File: src/rtl/umem_arbiter.sv
// Purpose : arbitrates an instruction-fetch master (m0) and a data master (m1)
//           onto one single-ported SRAM, one transaction outstanding at a time.
// Latency : request handshake in cycle N, mem_en in N+1, rsp_valid in N+2;
//           the next handshake can happen no earlier than N+3.
// Backpressure: req_ready is offered only in IDLE and only to the winner;
//           responses cannot be stalled.
//
// Ports:
//   ACLK, ARESET                     clock, synchronous active-high reset
//   m0_req_* / m0_rsp_*              fetch read request / response
//   m1_req_* / m1_rsp_*              data read/write request / response
//   mem_en/mem_we/mem_addr/mem_wdata SRAM command; mem_rdata one cycle later
//
// Build option: define ARB_ROUND_ROBIN_EN for fair alternation between the
// masters. Left undefined, m1 has priority and a starvation counter forces a
// fetch grant after STARVE_LIMIT consecutive fetch losses.

module umem_arbiter #(
    parameter int XLEN         = 32,
    parameter int STARVE_LIMIT = 4
) (
    input  logic            ACLK,
    input  logic            ARESET,
    input  logic            m0_req_valid,
    output logic            m0_req_ready,
    input  logic [XLEN-1:0] m0_req_addr,
    output logic            m0_rsp_valid,
    output logic [XLEN-1:0] m0_rsp_rdata,
    input  logic            m1_req_valid,
    output logic            m1_req_ready,
    input  logic [XLEN-1:0] m1_req_addr,
    input  logic [XLEN-1:0] m1_req_wdata,
    input  logic            m1_req_we,
    input  logic [3:0]      m1_req_wstrb,
    output logic            m1_rsp_valid,
    output logic [XLEN-1:0] m1_rsp_rdata,
    output logic            mem_en,
    output logic [3:0]      mem_we,
    output logic [XLEN-1:0] mem_addr,
    output logic [XLEN-1:0] mem_wdata,
    input  logic [XLEN-1:0] mem_rdata
);

    typedef enum logic [1:0] {
        ST_IDLE   = 2'd0,
        ST_ACCESS = 2'd1,
        ST_RESP   = 2'd2
    } state_t;

    localparam logic [XLEN-1:0] WORD_MASK = {{(XLEN-2){1'b1}}, 2'b00};

    state_t          state_q, state_d;
    logic [XLEN-1:0] addr_q,  addr_d;
    logic [XLEN-1:0] wdata_q, wdata_d;
    logic [3:0]      wstrb_q, wstrb_d;
    logic            we_q,    we_d;
    logic            owner_q, owner_d;   // 1: transaction belongs to m1

`ifdef ARB_ROUND_ROBIN_EN
    logic            pref_m1_q, pref_m1_d; // who wins the next tie
`else
    localparam logic [3:0] STARVE_MAX = 4'(STARVE_LIMIT);
    logic [3:0]      starve_q, starve_d;
`endif

    logic grant_m0;
    logic grant_m1;
    logic rsp_live;

    // Winner selection; only meaningful while IDLE and out of reset, so the
    // grants double as the req_ready outputs.
    always_comb begin
        grant_m0 = 1'b0;
        grant_m1 = 1'b0;
        if (state_q == ST_IDLE && !ARESET) begin
            if (m0_req_valid && m1_req_valid) begin
`ifdef ARB_ROUND_ROBIN_EN
                if (pref_m1_q) grant_m1 = 1'b1;
                else           grant_m0 = 1'b1;
`else
                if (starve_q == STARVE_MAX) grant_m0 = 1'b1;
                else                        grant_m1 = 1'b1;
`endif
            end else if (m1_req_valid) begin
                grant_m1 = 1'b1;
            end else if (m0_req_valid) begin
                grant_m0 = 1'b1;
            end
        end
    end

    always_comb begin
        state_d = state_q;
        addr_d  = addr_q;
        wdata_d = wdata_q;
        wstrb_d = wstrb_q;
        we_d    = we_q;
        owner_d = owner_q;
`ifdef ARB_ROUND_ROBIN_EN
        pref_m1_d = pref_m1_q;
`else
        starve_d  = starve_q;
`endif
        case (state_q)
            ST_IDLE: begin
                if (grant_m0 || grant_m1) begin
                    state_d = ST_ACCESS;
                    owner_d = grant_m1;
                    addr_d  = grant_m1 ? m1_req_addr : m0_req_addr;
                    we_d    = grant_m1 & m1_req_we;
                    wstrb_d = grant_m1 ? m1_req_wstrb : 4'b0000;
                    wdata_d = grant_m1 ? m1_req_wdata : '0;
`ifdef ARB_ROUND_ROBIN_EN
                    pref_m1_d = grant_m0;
`else
                    // Count only losses where fetch was actually waiting.
                    if (grant_m0) begin
                        starve_d = 4'd0;
                    end else if (m0_req_valid && starve_q != STARVE_MAX) begin
                        starve_d = starve_q + 4'd1;
                    end
`endif
                end
            end
            ST_ACCESS: state_d = ST_RESP;
            ST_RESP:   state_d = ST_IDLE;
            default:   state_d = ST_IDLE;
        endcase
    end

    always_ff @(posedge ACLK) begin
        if (ARESET) begin
            state_q <= ST_IDLE;
            addr_q  <= '0;
            wdata_q <= '0;
            wstrb_q <= 4'b0000;
            we_q    <= 1'b0;
            owner_q <= 1'b0;
`ifdef ARB_ROUND_ROBIN_EN
            pref_m1_q <= 1'b1;
`else
            starve_q  <= 4'd0;
`endif
        end else begin
            state_q <= state_d;
            addr_q  <= addr_d;
            wdata_q <= wdata_d;
            wstrb_q <= wstrb_d;
            we_q    <= we_d;
            owner_q <= owner_d;
`ifdef ARB_ROUND_ROBIN_EN
            pref_m1_q <= pref_m1_d;
`else
            starve_q  <= starve_d;
`endif
        end
    end

    assign m0_req_ready = grant_m0;
    assign m1_req_ready = grant_m1;

    // Outputs are masked by ARESET so nothing escapes while reset is held,
    // including a transaction caught mid-flight.
    assign mem_en    = (state_q == ST_ACCESS) && !ARESET;
    assign mem_we    = (mem_en && we_q) ? wstrb_q : 4'b0000;
    assign mem_addr  = addr_q & WORD_MASK;
    assign mem_wdata = wdata_q;

    assign rsp_live     = (state_q == ST_RESP) && !ARESET;
    assign m0_rsp_valid = rsp_live && !owner_q;
    assign m1_rsp_valid = rsp_live && owner_q;
    // Writes are acknowledged with zero data.
    assign m0_rsp_rdata = (m0_rsp_valid && !we_q) ? mem_rdata : '0;
    assign m1_rsp_rdata = (m1_rsp_valid && !we_q) ? mem_rdata : '0;

endmodule
File: config.mk
export PLATFORM = sky130hd
export DESIGN_NAME = umem_arbiter
export DESIGN_NICKNAME = d
export VERILOG_FILES = /design/src/rtl/umem_arbiter.sv
export SDC_FILE = /design/constraint.sdc
export NUM_CORES = 1
export LEC_CHECK = 0
export BUFFER_PORTS_ARGS = -buffer_cell sky130_fd_sc_hd__buf_2
export CORE_AREA = 2 2 107 109
export CTS_CLUSTER_DIAMETER = 200
export DETAILED_ROUTE_END_ITERATION = 12
export DIE_AREA = 0 0 109 111
export GPL_ROUTABILITY_DRIVEN = 0
export PLACE_DENSITY = 0.72
export SLEW_MARGIN = 5
export SYNTH_ARGS = -nofsm -noshare
export SYNTH_HDL_FRONTEND = slang
export SYNTH_SLANG_ARGS = --single-unit
File: constraint.sdc
create_clock -name ACLK -period 2.1 [get_ports ACLK]
set_clock_uncertainty 0.15 [all_clocks]
set_input_delay 0.42 -clock ACLK [delete_from_list [all_inputs] [get_ports ACLK]]
set_output_delay 0.42 -clock ACLK [all_outputs]
set_load 0.01 [all_outputs]
### After elaboration in Yosys (flattened, before gate mapping)

Index checks and enable logic that the tools add are counted.

| operators by class | value |
|---|---|
| reductions and logical operators | 18 |
| equal/unequal tests | 5 |
| add/sub/neg operators | 1 |
| bitwise gates (word level) | 1 |
| divide/modulo/power cells | 0 |
| order comparisons | 0 |
| multipliers | 0 |
| muxes and demuxes | 19 |
| shifts and indexed selects | 0 |

Operators with widths:

| operator | count |
|---|---|
| $mux W32 | 4 |
| $mux W4 | 4 |
| $logic_and A1 B1 Y1 | 10 |
| $mux W1 | 9 |
| $add A4 B1 Y4 const B | 1 |
| $eq A4 B3 Y1 const B | 1 |
| $ne A4 B3 Y1 const B | 1 |
| $pmux W2 S2 | 1 |
| $logic_not A1 Y1 | 3 |
| $reduce_and A3 Y1 | 1 |
| $eq A2 B1 Y1 const B | 1 |
| $eq A2 B2 Y1 const B | 1 |
| $logic_not A2 Y1 | 1 |
| $mux W2 | 1 |
| $ne A2 B1 Y1 const B | 1 |
| $reduce_and A2 Y1 | 1 |
| $reduce_bool A2 Y1 | 1 |
| $and A1 B1 Y1 | 1 |
| $logic_or A1 B1 Y1 | 1 |

| word-level totals | value |
|---|---|
| memories | 0 |
| logic and storage cells | 51 |
| input bits | 137 |
| bits in read-only memories | 0 |
| flip-flop bits (word level) | 76 |
| latch bits | 0 |
| memory bits (writable) | 0 |
| output and inout bits | 137 |

### Logic depth before layout (Yosys ltp)

| depth | value |
|---|---|
| depth after elaboration | 7 |
| gate-level depth with buffers | 7 |
| mapped depth without buffers | 5 |

### Least setup slack after synthesis

No wires, ideal clock.

| timing path | value |
|---|---|
| path type | input port to output port |
| start point | in ARESET |
| end point | out m1_rsp_rdata[0] |
| data required time | 1.530 ns |
| path slack | 0.198 ns |
| data arrival time | 1.332 ns |
| path buffers | 1 |
| stages | 4 |
| cell sequence | nand2b_1 -> nor3_1 -> clkbuf_1 -> and2_1 |

| on the way | value |
|---|---|
| longest elaborated chain between the ends | 5 |

RTL lines:

| what | line | text |
|---|---|---|
| start: declaration | 23 | `input logic ARESET,` |
| $logic_not A1 Y1 | 169 | `assign rsp_live = (state_q == ST_RESP) && !ARESET;` |
| $logic_and A1 B1 Y1 | 169 |  |
| $logic_and A1 B1 Y1 | 171 | `assign m1_rsp_valid = rsp_live && owner_q;` |
| $logic_and A1 B1 Y1 | 174 | `assign m1_rsp_rdata = (m1_rsp_valid && !we_q) ? mem_rdata : '0;` |
| $mux W32 | 174 |  |
| end: declaration | 36 | `output logic [XLEN-1:0] m1_rsp_rdata,` |

Every way passes these cells.

### Final worst setup path

| timing path | value |
|---|---|
| start point | reg state_q[0] |
| end point | out m0_rsp_rdata[19] |

| on the way | value |
|---|---|
| longest elaborated chain between the ends | 5 |

RTL lines:

| what | line | text |
|---|---|---|
| start: declaration | 52 | `state_t state_q, state_d;` |
| start signal: assignment | 145 | `state_q <= state_d;` |
| $eq A2 B2 Y1 | 169 |  |
| $logic_and A1 B1 Y1 | 169 |  |
| $logic_and A1 B1 Y1 | 170 | `assign m0_rsp_valid = rsp_live && !owner_q;` |
| $logic_and A1 B1 Y1 | 173 | `assign m0_rsp_rdata = (m0_rsp_valid && !we_q) ? mem_rdata : '0;` |
| $mux W32 | 173 |  |
| end: declaration | 28 | `output logic [XLEN-1:0] m0_rsp_rdata,` |

Every way passes these cells.

==> metrics.md <==
| Metric | Value |
|---|---|
| Number of buffers inserted by port buffering | 267 |
| Part of the Yosys area used for sequential elements | 0.374 |
| Number of rows created at floorplan | 39 |
| Clk slew on worst S/H paths | 0.06 ns |
| Final instance count without filler cells | 882 |
| Type of destination of the critical path | output pin |
| Register share of total power | 0.397 |
| Max frequency | 0.453 GHz |
| Violated checks | negative setup slack |
| Most common cell after layout, fill and taps aside | buf_2 |
| Final-stage net count | 873 |
| Cell area after synthesis | 3960 µm² |
| Antenna violations before repair | 0 |
| Portion of total power attributed to combinational logic | 0.212 |
| First-pass iteration count of the detailed router | 5 |
| DP HPWL | 10300 µm |
| Library cells used by synthesis | 35 |
| Average detailed-routed wire length per instance | 17.5 µm |
| Fraction of power consumed by the clock network | 0.391 |
| Internal power contribution | 2870 µW |
| First-pass GRT wire length | 23000 µm |
| Average vias per placed instance | 5.56 |
| Top-area cell type share of the netlist area | 0.374 |
| Net switching power | 1090 µW |
| Wire length reported by the detailed router | 15500 µm |
| Required arrival time at the worst endpoint | 1.53 ns |
| Most frequent cells in the layout | buf_2, dfxtp_1, a21oi_1 |
| Largest fanout of any net on the critical path | 8 |
| Starting density of the core | 0.358 |
| Largest cells by area after synthesis | dfxtp_1, and2_1, a21oi_1 |
| Area growth from synthesis to layout | 56.5% |
| Utilization after layout | 0.560 |
| Routed Antenna Nets | 0 |
| Congestion Overflow GR | 0 |
| RSZ-0062 raised after global routing | true |
| Placed cell count | 856 |
| Highest ir drop seen on vdd | 471 µV |
| Core region area | 11100 µm² |
| Buffer levels on the longest clock path | 2 |
| Setup violation total in the final timing report | 65 |
| Number of inserted diodes | 0 |
| Die footprint | 12100 µm² |
| Post-synthesis sequential element count | 74 |
| Worst Path Arrival | 1.64 ns |
| Gate count of the mapped netlist | 480 |
| Lkg Pwr | 0.00291 µW |
| Final Hold Fails | 0 |
| Die Ht | 111 µm |
| Number of buffers added to fix hold violations after cts | 0 |
| Number of global-route vias before repair | 4513 |
| Worst Hold Class | in -> reg |
| Final worst-path cycle share | 1.05 |
| Relative slew slack | 0.560 |
| Source-to-sink clock delay at the later pin of the worst-skew pair | 0.33 ns |
| Post-place setup slack | -0.0227 ns |
| Cell taking the most area after synthesis | dfxtp_1 |
| Startpoint Class | flip-flop |
| Share of final-layout standard cells stronger than drive strength 1 | 0.524 |
| CP Class | reg -> out |
| Post-layout minimum cycle time | 2.21 ns |
| DRC Markers | 0 |
| Number of top-level design ports | 274 |
| Pin count of the biggest net entering global routing | 61 |
| Slew Limit Fails | 0 |
| Result of the run | finished with violations |
| Final non-filler cell area | 6200 µm² |
| Via Count | 4904 |
| Count of yosys warnings during synthesis | 0 |
| CTS Sinks | 74 |
| Max-cap check violation count | 0 |
| Fin worst setup slack | -0.108 ns |
| P per Cell Area | 639 nW/µm² |
| Switching Share | 0.276 |
| GRT Resource Usage Total | 0.237 |
| CTS tree | yes |
| Sum of negative setup slack | -5.10 ns |
| First DRT Iteration DRCs | 396 |
| Placed standard-cell area | 5450 µm² |
| Width of the chip | 109 µm |
| Tightest Pin Transition | 0.660 ns |
| TritonCTS buffer count | 9 |
| Clock tree root driver cell | clkbuf_16 |
| Number of H-tree levels | 3 |
| Mean instance size in the synthesized netlist | 8.26 µm² |
[flip-flops by register name, summed over array words and instances (netlist names)]
name       count
state_q        2
wstrb_q        4
starve_q       4
we_q           1
owner_q        1
mem_wdata     32
addr_q        30
[metrics by stage]
step	total power (µW)	hold WS [ns]
after CTS	3960	0.171
after global routing	4140	0.198
after floorplan	2010	0.300
after global placement	2350	0.308
final	3960	0.191
after detailed placement	2380	0.313
[synth_stat cells]
| cell type | n |
|---|---|
| nor4b_1 | 1 |
| nand2b_1 | 4 |
| or2_2 | 1 |
| and4b_1 | 1 |
| inv_1 | 4 |
| nor4_2 | 1 |
| and3_1 | 4 |
| a311oi_1 | 30 |
| nand2_1 | 1 |
| clkbuf_1 | 46 |
| buf_4 | 2 |
| a21oi_1 | 70 |
| nor3b_1 | 2 |
| buf_1 | 2 |
| or4b_2 | 1 |
| nand3b_1 | 1 |
| nor2b_1 | 1 |
| ha_1 | 2 |
| nand3_1 | 33 |
| o21ai_0 | 36 |
| o32ai_1 | 2 |
| dfxtp_1 | 74 |
| o31ai_1 | 11 |
| nor2_1 | 4 |
| or3_1 | 2 |
| o31a_1 | 1 |
| buf_6 | 4 |
| conb_1 | 1 |
| o31ai_2 | 20 |
| and2_1 | 64 |
| nand4b_1 | 1 |
| buf_2 | 9 |
| nand4_1 | 38 |
| o21ai_1 | 3 |
| nor3_1 | 3 |
[power by group through the flow]
| stage | clock [µW] | combinational [µW] | sequential (µW) |
|---|---|---|---|
| final | 1550 | 840 | 1570 |
| after global routing | 1650 | 912 | 1580 |
| after CTS | 1590 | 804 | 1570 |
| after detailed placement | 0 | 780 | 1600 |
| after global placement | 0 | 756 | 1590 |
| after floorplan | 0 | 378 | 1640 |
[metal layers]
metal	track usage	share of wire
met1	0.329	0.43
met2	0.373	0.48
met3	0.0394	0.068
met4	0.0761	0.020
met5	0	0
[timing repair]
action                                  CTS  global route
buffers inserted                          3             4
resized for setup                        49            48
pin swaps                                33             4
endpoints found under the setup margin   66            69
gates cloned                              4             0
[kinds of logic (layout without fill, tap and decap cells)]
kind of cell	Yosys count	in the layout	synth area share
buf+inv	67	325	0.0758
other cells	1	2	0.000946
simple gates	163	163	0.248
fa+ha+maj	2	2	0.00631
compound gates	173	173	0.295
flops	74	74	0.374
[area by class of cell]
cell class | instances | area [µm²]
clock buffer | 14 | 264
clock inverter | 2 | 35.0
fill | 1019 | 4870
inverter | 4 | 15.0
multi-input combinational | 340 | 2330
sequential | 74 | 1490
tap | 143 | 179
timing repair buffer | 305 | 1890
[path summary, 6_finish.rpt]
check,endpoint,slack [ns],depth (start not counted),startpoint
worst max register to register,addr_q[31],0.18,6,starve_q[0]
worst max-delay path,m0_rsp_rdata[19],-0.11,6,state_q[0]
worst min register to register,starve_q[0],0.32,1,starve_q[0]
worst min-delay path,state_q[1],0.19,2,ARESET
[critical path, cell delays in order (launching register included)]
cell	delay, ns
dfxtp_2	0.33
buf_6	0.13
nor4_4	0.28
buf_6	0.18
buf_8	0.14
and2_4	0.15
buf_6	0.10
(Power assumes the default switching activity.)
